==> config.mk <==
export PLATFORM = sky130hd
export DESIGN_NAME = arc4_encrypt
export DESIGN_NICKNAME = d
export VERILOG_FILES = /design/src/rtl/arc4_encrypt.sv
export SDC_FILE = /design/constraint.sdc
export NUM_CORES = 1
export LEC_CHECK = 0
export BUFFER_PORTS_ARGS = -buffer_cell sky130_fd_sc_hd__buf_4
export CAP_MARGIN = 20
export CORE_MARGIN = 2
export CORE_UTILIZATION = 34
export DETAILED_ROUTE_END_ITERATION = 8
export HOLD_SLACK_MARGIN = 0.05
export SYNTH_ARGS = -nofsm -noshare
export SYNTH_HDL_FRONTEND = slang
export SYNTH_SLANG_ARGS = --single-unit
==> constraint.sdc <==
create_clock -name clk -period 3.6 [get_ports clk]
set_input_delay 0.72 -clock clk [delete_from_list [all_inputs] [get_ports clk]]
set_output_delay 0.72 -clock clk [all_outputs]
set_load 0.1 [all_outputs]
==> src/rtl/arc4_encrypt.sv <==
// arc4_encrypt: RC4 encryptor. Reads a length-prefixed plaintext from PT memory,
// runs S-box init, key schedule and keystream generation against an external
// 256x8 single-port synchronous S-box RAM, and writes the length-prefixed
// ciphertext to CT memory (byte 0 = length N, bytes 1..N = data).
//
// Ports
//   clk, rst_n            clock, asynchronous active-low reset
//   en / rdy              start request (sampled while rdy=1) / idle indicator
//   key                   RC4 key, latched when en is accepted; byte 0 is the MSB byte
//   pt_addr / pt_rddata   plaintext read port, data valid one cycle after address
//   ct_addr / ct_wrdata / ct_wren   ciphertext write port
//   s_addr / s_rddata / s_wrdata / s_wren   S-box RAM port, read data one cycle after address
//
// State     | meaning
// ----------+--------------------------------------------------------------
// IDLE      | waiting for en, rdy=1
// INIT      | S[i] = i, one write per cycle
// KSA_RI    | KSA: issue read of S[i]
// KSA_RJ    | KSA: capture S[i], compute new j, issue read of S[j]
// KSA_WI    | KSA: capture S[j], write S[i] = old S[j]
// KSA_WJ    | KSA: write S[j] = old S[i], advance i and key byte
// RDLEN_RD  | issue read of pt[0]
// RDLEN_WR  | capture len, write ct[0] = len
// PRGA_RI   | PRGA: i = i+1, issue read of S[i]
// PRGA_RJ   | PRGA: capture S[i], j = j+S[i], issue read of S[j]
// PRGA_WI   | PRGA: capture S[j], write S[i] = old S[j]
// PRGA_WJ   | PRGA: write S[j] = old S[i]
// PRGA_RP   | PRGA: issue reads of S[S[i]+S[j]] and pt[k]
// PRGA_WC   | PRGA: write ct[k] = pt[k] ^ pad
// DONE      | job finished, rdy=1 (a new en is accepted here as well)

module arc4_encrypt #(
    parameter int KEY_BYTES = 3
) (
    input  logic                   clk,
    input  logic                   rst_n,
    input  logic                   en,
    output logic                   rdy,
    input  logic [8*KEY_BYTES-1:0] key,
    output logic [7:0]             pt_addr,
    input  logic [7:0]             pt_rddata,
    output logic [7:0]             ct_addr,
    output logic [7:0]             ct_wrdata,
    output logic                   ct_wren,
    output logic [7:0]             s_addr,
    input  logic [7:0]             s_rddata,
    output logic [7:0]             s_wrdata,
    output logic                   s_wren
);

    localparam int KW = 8 * KEY_BYTES;

    typedef enum logic [3:0] {
        IDLE, INIT,
        KSA_RI, KSA_RJ, KSA_WI, KSA_WJ,
        RDLEN_RD, RDLEN_WR,
        PRGA_RI, PRGA_RJ, PRGA_WI, PRGA_WJ, PRGA_RP, PRGA_WC,
        DONE
    } state_t;

    state_t        state, state_nx;
    logic [7:0]    i, i_nx;
    logic [7:0]    j, j_nx;
    logic [7:0]    k, k_nx;
    logic [7:0]    len, len_nx;
    logic [7:0]    si, si_nx;
    logic [7:0]    sj, sj_nx;
    // Key is rotated one byte per KSA step so the top byte is always keybyte[i mod KEY_BYTES].
    logic [KW-1:0] key_sh, key_sh_nx;
    logic [7:0]    key_byte;

    assign key_byte = key_sh[KW-1 -: 8];

    always_ff @(posedge clk or negedge rst_n) begin
        if (!rst_n) begin
            state  <= IDLE;
            i      <= '0;
            j      <= '0;
            k      <= '0;
            len    <= '0;
            si     <= '0;
            sj     <= '0;
            key_sh <= '0;
        end else begin
            state  <= state_nx;
            i      <= i_nx;
            j      <= j_nx;
            k      <= k_nx;
            len    <= len_nx;
            si     <= si_nx;
            sj     <= sj_nx;
            key_sh <= key_sh_nx;
        end
    end

    always_comb begin
        state_nx  = state;
        i_nx      = i;
        j_nx      = j;
        k_nx      = k;
        len_nx    = len;
        si_nx     = si;
        sj_nx     = sj;
        key_sh_nx = key_sh;
        rdy       = 1'b0;
        pt_addr   = '0;
        ct_addr   = '0;
        ct_wrdata = '0;
        ct_wren   = 1'b0;
        s_addr    = '0;
        s_wrdata  = '0;
        s_wren    = 1'b0;

        case (state)
            IDLE, DONE: begin
                rdy = 1'b1;
                if (en) begin
                    key_sh_nx = key;
                    i_nx      = '0;
                    j_nx      = '0;
                    state_nx  = INIT;
                end else if (state == DONE) begin
                    state_nx = IDLE;
                end
            end
            INIT: begin
                s_addr   = i;
                s_wrdata = i;
                s_wren   = 1'b1;
                i_nx     = i + 8'd1;
                if (i == 8'hFF) state_nx = KSA_RI;
            end
            KSA_RI: begin
                s_addr   = i;
                state_nx = KSA_RJ;
            end
            KSA_RJ: begin
                si_nx    = s_rddata;
                j_nx     = j + s_rddata + key_byte;
                s_addr   = j_nx;
                state_nx = KSA_WI;
            end
            KSA_WI: begin
                sj_nx    = s_rddata;
                s_addr   = i;
                s_wrdata = s_rddata;
                s_wren   = 1'b1;
                state_nx = KSA_WJ;
            end
            KSA_WJ: begin
                // When i == j both writes carry the same value, so S is unchanged.
                s_addr    = j;
                s_wrdata  = si;
                s_wren    = 1'b1;
                i_nx      = i + 8'd1;
                key_sh_nx = {key_sh[KW-9:0], key_sh[KW-1 -: 8]};
                state_nx  = (i == 8'hFF) ? RDLEN_RD : KSA_RI;
            end
            RDLEN_RD: begin
                pt_addr  = 8'd0;
                state_nx = RDLEN_WR;
            end
            RDLEN_WR: begin
                len_nx    = pt_rddata;
                ct_addr   = 8'd0;
                ct_wrdata = pt_rddata;
                ct_wren   = 1'b1;
                i_nx      = '0;
                j_nx      = '0;
                k_nx      = 8'd1;
                state_nx  = (pt_rddata == 8'd0) ? DONE : PRGA_RI;
            end
            PRGA_RI: begin
                i_nx     = i + 8'd1;
                s_addr   = i_nx;
                state_nx = PRGA_RJ;
            end
            PRGA_RJ: begin
                si_nx    = s_rddata;
                j_nx     = j + s_rddata;
                s_addr   = j_nx;
                state_nx = PRGA_WI;
            end
            PRGA_WI: begin
                sj_nx    = s_rddata;
                s_addr   = i;
                s_wrdata = s_rddata;
                s_wren   = 1'b1;
                state_nx = PRGA_WJ;
            end
            PRGA_WJ: begin
                s_addr   = j;
                s_wrdata = si;
                s_wren   = 1'b1;
                state_nx = PRGA_RP;
            end
            PRGA_RP: begin
                // Sum of the swapped pair is the same as before the swap.
                s_addr   = si + sj;
                pt_addr  = k;
                state_nx = PRGA_WC;
            end
            PRGA_WC: begin
                ct_addr   = k;
                ct_wrdata = pt_rddata ^ s_rddata;
                ct_wren   = 1'b1;
                // Stop on equality so len=255 ends at k=255 without wrapping.
                if (k == len) begin
                    state_nx = DONE;
                end else begin
                    k_nx     = k + 8'd1;
                    state_nx = PRGA_RI;
                end
            end
            default: state_nx = IDLE;
        endcase
    end

endmodule

; Yosys cells after proc, flatten, opt, wreduce, memory -nomap -nowiden
; Cells that the tools add are included.
[word_totals]
reg_bits = 76
latch_bits = 0
ramBits = 0
mem_bits_ro = 0
inputBits = 43
output_inout_bits = 43
elab_cells = 75
n_memories = 0
[classes]
addsub = 5
multipliers = 0
div_mod_pow = 0
order_cmp = 0
eq_ne = 20
shift = 0
n_mux = 22
n_bitwise = 1
n_reduce_logical = 19
[ops]
columns = operator, count
row1 = $pmux 4 s14, 1
row2 = $pmux 24 s2, 1
row3 = $pmux 8 s3, 2
row4 = $pmux 8 s6, 1
row5 = $mux 8, 4
row6 = $pmux 8 s2, 2
row7 = $pmux 8 s4, 1
row8 = $eq 4x4->1 const B, 7
row9 = $add 8x8->8, 3
row10 = $mux 24, 1
row11 = $add 8x1->8 const B, 2
row12 = $eq 4x3->1 const B, 4
row13 = $mux 4, 3
row14 = $reduce_and 2->1, 5
row15 = $reduce_or 2->1, 5
row16 = $mux 3, 3
row17 = $eq 4x2->1 const B, 2
row18 = $eq 8x8->1, 1
row19 = $eq 8x8->1 const B, 1
row20 = $logic_not 8->1, 1
row21 = $xor 8x8->8, 1
row22 = $ne 2x2->1 const B, 3
row23 = $reduce_or 5->1, 1
row24 = $eq 4x1->1 const B, 1
row25 = 8 further kinds, 11

; Depth between registers and ports, before layout
; Gate-level depths: netlist of the first run.
[logic_depth]
ltp_word = 4
mapped_depth = 12
mapped_depth_nobuf = 12

; Least setup slack after synthesis of the first run
; Ideal clock, no wire load.
[synth_timing]
path_type = input to output
start = input port s_rddata[0]
end = output port s_addr[7]
t_arrival_ns = 4.156
t_required_ns = 2.880
setup_slack_ns = -1.276
path_stages = 11
n_path_buf = 0
cell_sequence = ha_1 fa_1 a211oi_1 o21bai_1 a21oi_1 xnor2_1 ha_1 a21oi_1 o21ai_0 xor2_1 o221ai_1
[synth_between]
elab_chain_cells = 3
[synth_lines]
columns = element, line_no
row1 = start: declaration, 46  ; input logic [7:0] s_rddata,
row2 = $add 8x8->8 (*), "139, 180"
row3 = $add 8x8->8, 139  ; j_nx = j + s_rddata + key_byte;
row4 = $pmux 8 s6 (*), 114  ; case (state)
row5 = end: declaration, 45  ; output logic [7:0] s_addr,
; Every way passes the cells marked *; elsewhere a longest branch is shown, timed or not.

; Final worst setup path of the first run
[layout_timing]
start = input port s_rddata[0]
end = output port s_addr[6]
; Same word-level chain as after synthesis.

==> run_results.csv, run 1 <==
group,metric,value,unit
floorplan,start_util,0.345,
logic_synthesis,yosys_warnings,0,
grt,grt_pass1_vias,4604,
grt,grtUsageTotal,0.184,
detailed_routing,num_vias,4756,
logic_synthesis,synth.cell_area,0.00518,mm²
sta,worst_pin_slew,766,ps
floorplan,die-width,127,µm
logic_synthesis,ys_types,62,
detailed_routing,wl_per_cell,16.7,µm
outcome,failed_checks,"setup timing",
logic_synthesis,synth_fp_nets,651,
sta,fin_crit_sh,1.12,
grt,overflow,0,
grt,grt_max_degree,77,
layout,drive_above_1_share,0.291,
sta,rsz0062_at_grt,"yes",
sta,fin_ws,-437,ps
floorplan,core_area,0.0150,mm²
sta,drv_slew,0,
critical_path,cp-end-kind,"primary output",
sta,clock_skew,9.10,ps
sta,fmax,248,MHz
critical_path,ff2ff_setup_slack,820,ps
cts,insertion_delay,350,ps
detailed_routing,final_antenna_net_count,0,
critical_path,cp_data_arrival_time,3320,ps
detailed_routing,wirelength,14.7,mm
cts,cts_made_buffers,9,
critical_path,max_stage_delay,370,ps
place,place_congestion,0.891,
sta,slew_headroom,0.487,
cts,clkTransAtPathRegs,50,ps
critical_path,start_kind,"input pin",
logic_synthesis,synthArstFlopShare,1.00,
logic_synthesis,seq_area_frac_synth,0.367,
critical_path,worst-setup-path-type,"in -> out",
cts,htreeDepth,3,
layout,final_common_cell,"buf_4",
critical_path,cp_cell_sequence,"buf_8 > ha_4 > fa_2 > a21o_1 > a21oi_2 > xnor2_2 > ha_1 > o21ai_1 > a21oi_2 > o21ai_2 > a211oi_1 > a211o_1 > a311o_2 > buf_12",
critical_path,crit_top_cell,"a21oi_2",
sta,finalHoldViolations,0,
sta,layout_min_cycle_time,4040,ps
detailed_routing,route.detailed.drc,0,
layout,n_antenna_cell,0,
cts,clk_path_buf_depth,2,
detailed_routing,drtIter0Drc,316,
worst_hold_path,hold_class,"in -> async",
logic_synthesis,synth_area_per_cell,8.90,µm²
floorplan,rows,45,
outcome,outcome,"finished, violations left",
critical_path,critPathRequiredTime,2880,ps
cts,cts_tree,"done",
place,portBuffers,85,
sta,setup_viol,6,
cts,hold_buffers,0,
critical_path,critPathSlowestCell,"fa_2",
layout,final_cell_mix,"buf_4, nand2_1, dfrtp_1, o21ai_1, nor2_1",
sta,fin_hold_ws,317,ps
logic_synthesis,synthFlopType,"dfrtp_1",
floorplan,ios,86,
critical_path,reg2reg_from,"j[0]",
logic_synthesis,synth-edff-count,0,
critical_path,crit_start,"s_rddata[0]",
place,post-dp-hpwl,10.9,mm
cts,numClockSinks,76,
logic_synthesis,synth_cells,582,
layout,area_growth_syn_to_layout,30.9,%
detailed_routing,first_pass_iters,5,
detailed_routing,viasPerCell,5.39,
cts,cts_root_buffer,"clkbuf_16",
place,dpl_worst_slack,-664,ps
logic_synthesis,synth_seq_cells,76,
layout,fin_nets,760,
floorplan,die_area,0.0162,mm²
grt,antenna_found_initial,0,
floorplan,dieHeight,127,µm
run,max_cap_violations,0,
grt,grt_pass1_wl,23.5,mm
critical_path,crit_fanout,3,
[state kept, by name, indices dropped and copies added (netlist names)]
name and cells:
si 8, len 8, i 8, k 8, key_sh 24, sj 8, j 8, state 4
[layer usage]
metal,part of all wire,global-route usage,vias up
met5,0,0,-
met4,0.020,0.0595,0
met3,0.051,0.0398,21
met2,0.48,0.308,131
met1,0.45,0.238,2307
li1,-,-,2297
[Yosys cell counts (all sizes together), types with 2 or more instances]
library cell  count  area share
nand2            92       0.067
a221oi            3      0.0051
a22oi             6      0.0097
a22o              4      0.0068
nor3              9       0.011
nand2b            9       0.011
clkbuf           16       0.012
o221ai            2      0.0034
nor4              3      0.0048
o21a              3      0.0043
dfrtp            76        0.37
mux2             15       0.033
o31ai             7       0.010
buf              15       0.022
o21bai            3      0.0043
or2               2      0.0024
xnor2            20       0.034
nor2             36       0.028
a222oi            9       0.017
inv              17       0.012
nand3            15       0.014
a21boi            2      0.0029
and2             20       0.024
a211oi            7       0.010
mux2i            26       0.050
a32oi             2      0.0034
a21o              5      0.0072
and3              8      0.0097
nand4             4      0.0048
ha               23       0.056
fa                3       0.012
nor2b             3      0.0036
or3               3      0.0036
o21ai            64       0.062
o211ai            4      0.0058
xor2             10       0.017
a221o             3      0.0058
a21oi            22       0.023
[timing repair]
| item | 4_1_cts | 5_1_grt |
|---|---|---|
| buffers inserted | 4 | 1 |
| endpoints found under the setup margin | 7 | 8 |
| gates resized for setup | 26 | 17 |
| pin swaps | 19 | 11 |
[metrics by stage]
stage | utilization | cell area [µm²] | std cells | setup TNS, ps
floorplan | - | 5250 | 582 | -1330
global placement | 0.414 | 6230 | 861 | -2590
finish | 0.451 | 6780 | 883 | -1700
global route | 0.451 | 6780 | 883 | -2300
detailed placement | 0.414 | 6230 | 861 | -2830
CTS | 0.442 | 6650 | 880 | -1570
[worst max-delay path: cells and delay by family]
family / cells / cell delay [ps]
XOR/XNOR: 1 / 140
AO/OA/AOI/OAI: 8 / 1390
buffers and inverters: 2 / 280
adder cells (fa/ha/maj): 3 / 780
[final timing paths]
check                              to  depth (start not counted)
setup / recovery            s_addr[6]                         14
hold / removal             key_sh[15]                          1
setup reg to reg                 j[6]                         13
hold reg to reg            key_sh[15]                          2
max in group asynchronous       si[2]                          2
min in group clk           key_sh[15]                          2
[layout make-up]
cell class / count / area, µm²
tap: 188 / 235
multi-input combinational: 458 / 3230
timing repair buffer: 129 / 1080
fill: 1433 / 8250
clock buffer: 11 / 243
inverter: 17 / 63.8
sequential: 76 / 1900
clock inverter: 4 / 26.3
[cells by family after synthesis]
family                   count (synthesis)  synth area share
multiplexers                            41            0.0828
adder cells (fa/ha/maj)                 26            0.0672
AO/OA/AOI/OAI                          152             0.191
XOR/XNOR                                31            0.0551
buffers and inverters                   48            0.0457
flip-flops                              76             0.367
AND/OR/NAND/NOR                        208             0.191
Power of run 1 is not shown: default switching activity piles up to over one toggle a cycle in this logic, so the estimate is an artifact.
==> run 2: changes to the inputs <==
--- a/config.mk
+++ b/config.mk
@@ -7,10 +7,13 @@
 export LEC_CHECK = 0
 export BUFFER_PORTS_ARGS = -buffer_cell sky130_fd_sc_hd__buf_4
 export CAP_MARGIN = 20
+export CELL_PAD_IN_SITES_DETAIL_PLACEMENT = 0
+export CELL_PAD_IN_SITES_GLOBAL_PLACEMENT = 1
 export CORE_MARGIN = 2
 export CORE_UTILIZATION = 34
 export DETAILED_ROUTE_END_ITERATION = 8
 export HOLD_SLACK_MARGIN = 0.05
+export PLACE_DENSITY_LB_ADDON = 0.1
 export SYNTH_ARGS = -nofsm -noshare
 export SYNTH_HDL_FRONTEND = slang
 export SYNTH_SLANG_ARGS = --single-unit
==> constraint.sdc (replaced) <==
create_clock -name clk -period 3.6 [get_ports clk]
set_input_delay 0.72 -clock clk [delete_from_list [all_inputs] [get_ports clk]]
set_output_delay 0.72 -clock clk [all_outputs]
set_load 0.01 [all_outputs]
==> run 2 against run 1 <==
The run still ends with setup timing left. Global-route usage grew 1.1 points. Register-to-register slack got worse by 40 ps. Flip-flop and latch count is the same. Worst setup slack better by 30 ps. Cell count grew 0.79%. Fmax increased by 0.75%. Critical path depth decreased by 1. Clock skew fell by 2.8 ps. Sequential share of layout area down 0.16 points. Cell area increased by 0.57%. Critical endpoint unchanged. Largest cell class unchanged.
==> run_results.csv, run 2 (synthesis results as in run 1) <==
group,metric,value,unit
layout,area_growth_syn_to_layout,31.6,%
floorplan,ios,86,
grt,grt_pass1_vias,4695,
floorplan,die-width,127,µm
floorplan,dieHeight,127,µm
sta,layout_min_cycle_time,4010,ps
floorplan,die_area,0.0162,mm²
worst_hold_path,hold_class,"in -> async",
critical_path,reg2reg_from,"j[0]",
floorplan,core_area,0.0150,mm²
outcome,outcome,"finished, violations left",
sta,clock_skew,6.28,ps
grt,grt_pass1_wl,24.8,mm
floorplan,rows,45,
critical_path,start_kind,"input pin",
cts,cts_made_buffers,9,
detailed_routing,first_pass_iters,6,
sta,rsz0062_at_grt,"yes",
floorplan,start_util,0.345,
detailed_routing,num_vias,4713,
sta,worst_pin_slew,754,ps
detailed_routing,route.detailed.drc,0,
detailed_routing,drtIter0Drc,271,
outcome,failed_checks,"setup timing",
critical_path,max_stage_delay,360,ps
place,portBuffers,85,
layout,final_cell_mix,"buf_4, nand2_1, dfrtp_1, o21ai_0, nor2_1",
place,dpl_worst_slack,-575,ps
critical_path,crit_start,"s_rddata[0]",
sta,fmax,250,MHz
place,post-dp-hpwl,11.4,mm
run,max_cap_violations,0,
critical_path,critPathSlowestCell,"fa_2",
grt,antenna_found_initial,0,
grt,overflow,0,
layout,regMostFlops,"key_sh",
critical_path,cp-end-kind,"primary output",
layout,largest_register_ffs,24,
pwr,pwr_density_cell,1000,mW/mm²
cts,cts_tree,"done",
layout,n_antenna_cell,0,
cts,htreeDepth,3,
sta,fin_ws,-407,ps
critical_path,crit_fanout,3,
sta,setup_viol,5,
pwr,ir_drop,505,µV
critical_path,critPathRequiredTime,2880,ps
sta,fin_hold_ws,189,ps
cts,cts_root_buffer,"clkbuf_16",
pwr,power.leakage,3.07,nW
sta,finalHoldViolations,0,
grt,grt_max_degree,77,
cts,numClockSinks,76,
critical_path,cp_cell_sequence,"buf_8 > ha_4 > fa_2 > a211oi_2 > o21bai_1 > a21oi_2 > xnor2_2 > ha_1 > buf_6 > a211oi_1 > a211o_1 > a311o_1 > buf_4",
grt,grtUsageTotal,0.195,
sta,slew_headroom,0.493,
layout,drive_above_1_share,0.303,
sta,fin_crit_sh,1.11,
detailed_routing,wl_per_cell,17.4,µm
sta,drv_slew,0,
detailed_routing,final_antenna_net_count,0,
cts,clk_path_buf_depth,2,
detailed_routing,viasPerCell,5.30,
critical_path,worst-setup-path-type,"in -> out",
detailed_routing,wirelength,15.5,mm
layout,final_common_cell,"buf_4",
critical_path,cp_data_arrival_time,3290,ps
cts,insertion_delay,340,ps
layout,fin_nets,766,
cts,clkTransAtPathRegs,60,ps
place,place_congestion,0.850,
run 2: cell count changes in the layout (fill, tap and decap cells not counted), moves of 3 or more:
cell | before | now
o21ai_1 | 34 | 24
buf_4 | 118 | 126
o21ai_0 | 29 | 37
buf_12 | 6 | 0
buf_6 | 2 | 7
ha_1 | 21 | 18
run 2: repair_timing:
action                                  CTS  global route
pin swaps                                20            21
hold buffers                              0             0
endpoints found under the setup margin    7             7
gates resized for setup                  15            30
buffers inserted                          9             6
run 2: report_power, final:
| group | total, mW | internal (mW) | switching [mW] |
|---|---|---|---|
| registers | 1.65 | 1.24 | 0.412 |
| logic | 4.28 | 2.12 | 2.16 |
| clock network | 0.913 | 0.537 | 0.376 |
run 2: cell type report:
cell class	instances	area [µm²]
Clock inverter	6	65.1
Inverter	17	63.8
Clock buffer	10	229
Timing Repair Buffer	135	1070
Tap cell	188	235
Multi-Input combinational cell	458	3260
Fill cell	1480	8220
Sequential cell	76	1900
run 2: through the flow:
| step | utilization | setup TNS (ps) | cells | power [mW] | instance area (µm²) |
|---|---|---|---|---|---|
| 2_1_floorplan | - | -133 | 582 | 3.99 | 5210 |
| 3_3_place_gp | 0.412 | -2280 | 861 | 5.21 | 6190 |
| 3_5_place_dp | 0.412 | -2490 | 861 | 5.28 | 6190 |
| 4_1_cts | 0.441 | -1560 | 886 | 6.49 | 6630 |
| 5_1_grt | 0.454 | -1670 | 890 | 7.41 | 6820 |
| 6_report | 0.454 | -1180 | 890 | 6.84 | 6820 |
run 2: critical path: cells and delay by family:
kind	cells	cell delay, ps
buffers and inverters	3	380
adder cells (fa/ha/maj)	3	830
XOR/XNOR	1	100
AO/OA/AOI/OAI	6	1250
run 2: worst paths after layout:
kind	endpoint	slack [ps]	depth (start not counted)
max	s_addr[6]	-410	13
min	key_sh[6]	190	1
max reg2reg	j[6]	780	12
min reg2reg	key_sh[12]	480	2
max in group asynchronous	j[1]	2840	2
min in group clk	key_sh[12]	480	2
run 2: routing by layer:
metal,wire (µm),vias up,track usage
met4,388,0,0.0763
met3,544,25,0.0268
met2,7520,102,0.319
li1,-,2320,-
met5,0,-,0
met1,7070,2266,0.264
No activity file was read; power rests on OpenSTA's default activity.
==> run 3: changes to the inputs <==
--- a/config.mk
+++ b/config.mk
@@ -9,7 +9,6 @@
 export CAP_MARGIN = 20
 export CELL_PAD_IN_SITES_DETAIL_PLACEMENT = 0
 export CELL_PAD_IN_SITES_GLOBAL_PLACEMENT = 1
-export CORE_MARGIN = 2
 export CORE_UTILIZATION = 34
 export DETAILED_ROUTE_END_ITERATION = 8
 export HOLD_SLACK_MARGIN = 0.05
==> run 3 against run 2 <==
The run ends with DRC, setup timing left. Cell area fell by 2.3%. Flip-flop and latch count is the same. Highest routed layer unchanged. Utilization about the same. Cell count shrank 1.0%.
==> run_results.csv, run 3 (synthesis results as in run 1) <==
group,metric,value,unit
sta,fin_hold_ws,278,ps
grt,use_met1,0.273,
sta,worst_pin_slew,890,ps
sta,rsz0062_at_grt,"yes",
critical_path,crit_fanout,3,
grt,antenna_found_initial,0,
layout,final_cell_mix,"buf_4, nand2_1, dfrtp_1, o21ai_0, nor2_1",
critical_path,critPathRequiredTime,2880,ps
critical_path,cp-end-kind,"primary output",
grt,grt_most_used_layer,"met2",
pwr,p_int,3.64,mW
cts,cts_made_buffers,9,
grt,grtUsageMet3,0.0291,
sta,layout_min_cycle_time,4000,ps
outcome,outcome,"finished, violations left",
cts,htreeDepth,3,
place,place_congestion,0.807,
layout,fin_nets,761,
grt,grt_max_degree,77,
floorplan,core_area,0.0147,mm²
pwr,power.leakage,3.01,nW
critical_path,worst-setup-path-type,"in -> out",
cts,hold_buffers,0,
sta,setup_viol,5,
grt,grt_pass1_wl,24.4,mm
layout,drive_above_1_share,0.281,
layout,layoutNonFillerInstCount,881,
pwr,finalPower,6.41,mW
run,max_cap_violations,0,
pwr,switchingPower,2.77,mW
sta,fin_crit_sh,1.11,
floorplan,die_area,0.0157,mm²
detailed_routing,num_vias,4689,
floorplan,rows,44,
place,portBuffers,85,
critical_path,start_kind,"input pin",
pwr,p_comb_frac,0.608,
cts,cts_root_buffer,"clkbuf_16",
place,post-dp-hpwl,11.2,mm
layout,regMostFlops,"key_sh",
layout,n_antenna_cell,0,
layout,final_core_util,0.453,
grt,grtUsageTotal,0.199,
pwr,switching_share,0.432,
pwr,pwr_density_cell,962,mW/mm²
floorplan,die-width,125,µm
detailed_routing,wl_per_cell,17.1,µm
place,dp.cells,856,
pwr,p_clk_frac,0.133,
floorplan,ios,86,
layout,final_common_cell,"buf_4",
sta,drv_slew,0,
pwr,ir_drop,441,µV
place,place_area,0.00618,mm²
sta,fin_setup_tns,-1270,ps
layout,area_growth_syn_to_layout,28.6,%
floorplan,dieHeight,125,µm
cts,numClockSinks,76,
cts,cts_tree,"done",
layout,largest_register_ffs,24,
outcome,failed_checks,"DRC, setup timing",
floorplan,start_util,0.352,
detailed_routing,wirelength,15.1,mm
sta,fmax,250,MHz
cts,clk_path_buf_depth,2,
detailed_routing,final_antenna_net_count,0,
detailed_routing,viasPerCell,5.32,
place,dpl_worst_slack,-592,ps
sta,finalHoldViolations,0,
detailed_routing,drtIter0Drc,286,
detailed_routing,route.detailed.drc,6,
cts,insertion_delay,340,ps
grt,use_met2,0.323,
sta,fin_ws,-403,ps
grt,grt_pass1_vias,4558,
worst_hold_path,hold_class,"in -> async",
cts,clkTransAtPathRegs,60,ps
layout,final_cell_area,0.00666,mm²
pwr,p_seq_frac,0.259,
critical_path,cp_data_arrival_time,3280,ps
sta,slew_headroom,0.406,
sta,clock_skew,4.41,ps
detailed_routing,first_pass_iters,9,
grt,overflow,0,
==> run 3: cell count changes in the layout (fill, tap and decap cells not counted), sizes merged <==
cell / before / now
buf: 135 / 130
clkbuf: 10 / 12
clkinv: 4 / 2
bufinv: 1 / 0
clkinvlp: 1 / 2
==> run 3: routing by layer <==
metal | part of all wire | up-vias
li1 | - | 2313
met1 | 0.46 | 2255
met2 | 0.48 | 107
met3 | 0.044 | 14
met4 | 0.015 | 0
met5 | 0 | -
==> run 3: final timing paths <==
path,cells after the start,slack [ps],to,from
setup / recovery,14,-400,s_addr[6],s_rddata[0]
hold / removal,1,280,key_sh[13],rst_n
setup reg to reg,12,890,j[6],j[0]
hold reg to reg,2,490,key_sh[14],key_sh[6]
max in group asynchronous,2,2720,j[3],rst_n
min in group clk,2,490,key_sh[14],key_sh[6]
==> run 3: what timing repair did <==
action                                  in CTS  in global routing
buffers inserted                             4                  4
endpoints found under the setup margin       7                  7
resized for setup                           13                 11
cloned                                       0                  0
pin swaps                                   16                  7
==> run 3: cell type report <==
type | instances | area (µm²)
clock buffer | 12 | 246
fill | 1467 | 8040
multi-input combinational | 458 | 3190
inverter | 17 | 63.8
clock inverter | 4 | 25.0
sequential | 76 | 1900
timing repair buffer | 130 | 1010
tap | 184 | 230
==> run 3: power groups by stage <==
stage	Combinational (mW)	Clock [mW]	Sequential (mW)
3_3_place_gp	3.51	0	1.66
4_1_cts	3.76	0.878	1.66
3_5_place_dp	3.57	0	1.67
6_report	3.90	0.850	1.66
5_1_grt	4.31	0.915	1.73
2_1_floorplan	2.53	0	1.46
==> run 3: worst max-delay path: stages <==
cell,delay (ps)
buf_8,100
ha_4,150
fa_2,370
a21o_1,180
a21oi_2,170
xnor2_2,80
ha_1,310
o21ai_2,60
a21oi_2,150
o21ai_2,80
and4_1,150
a211o_1,290
a311o_1,310
buf_4,150
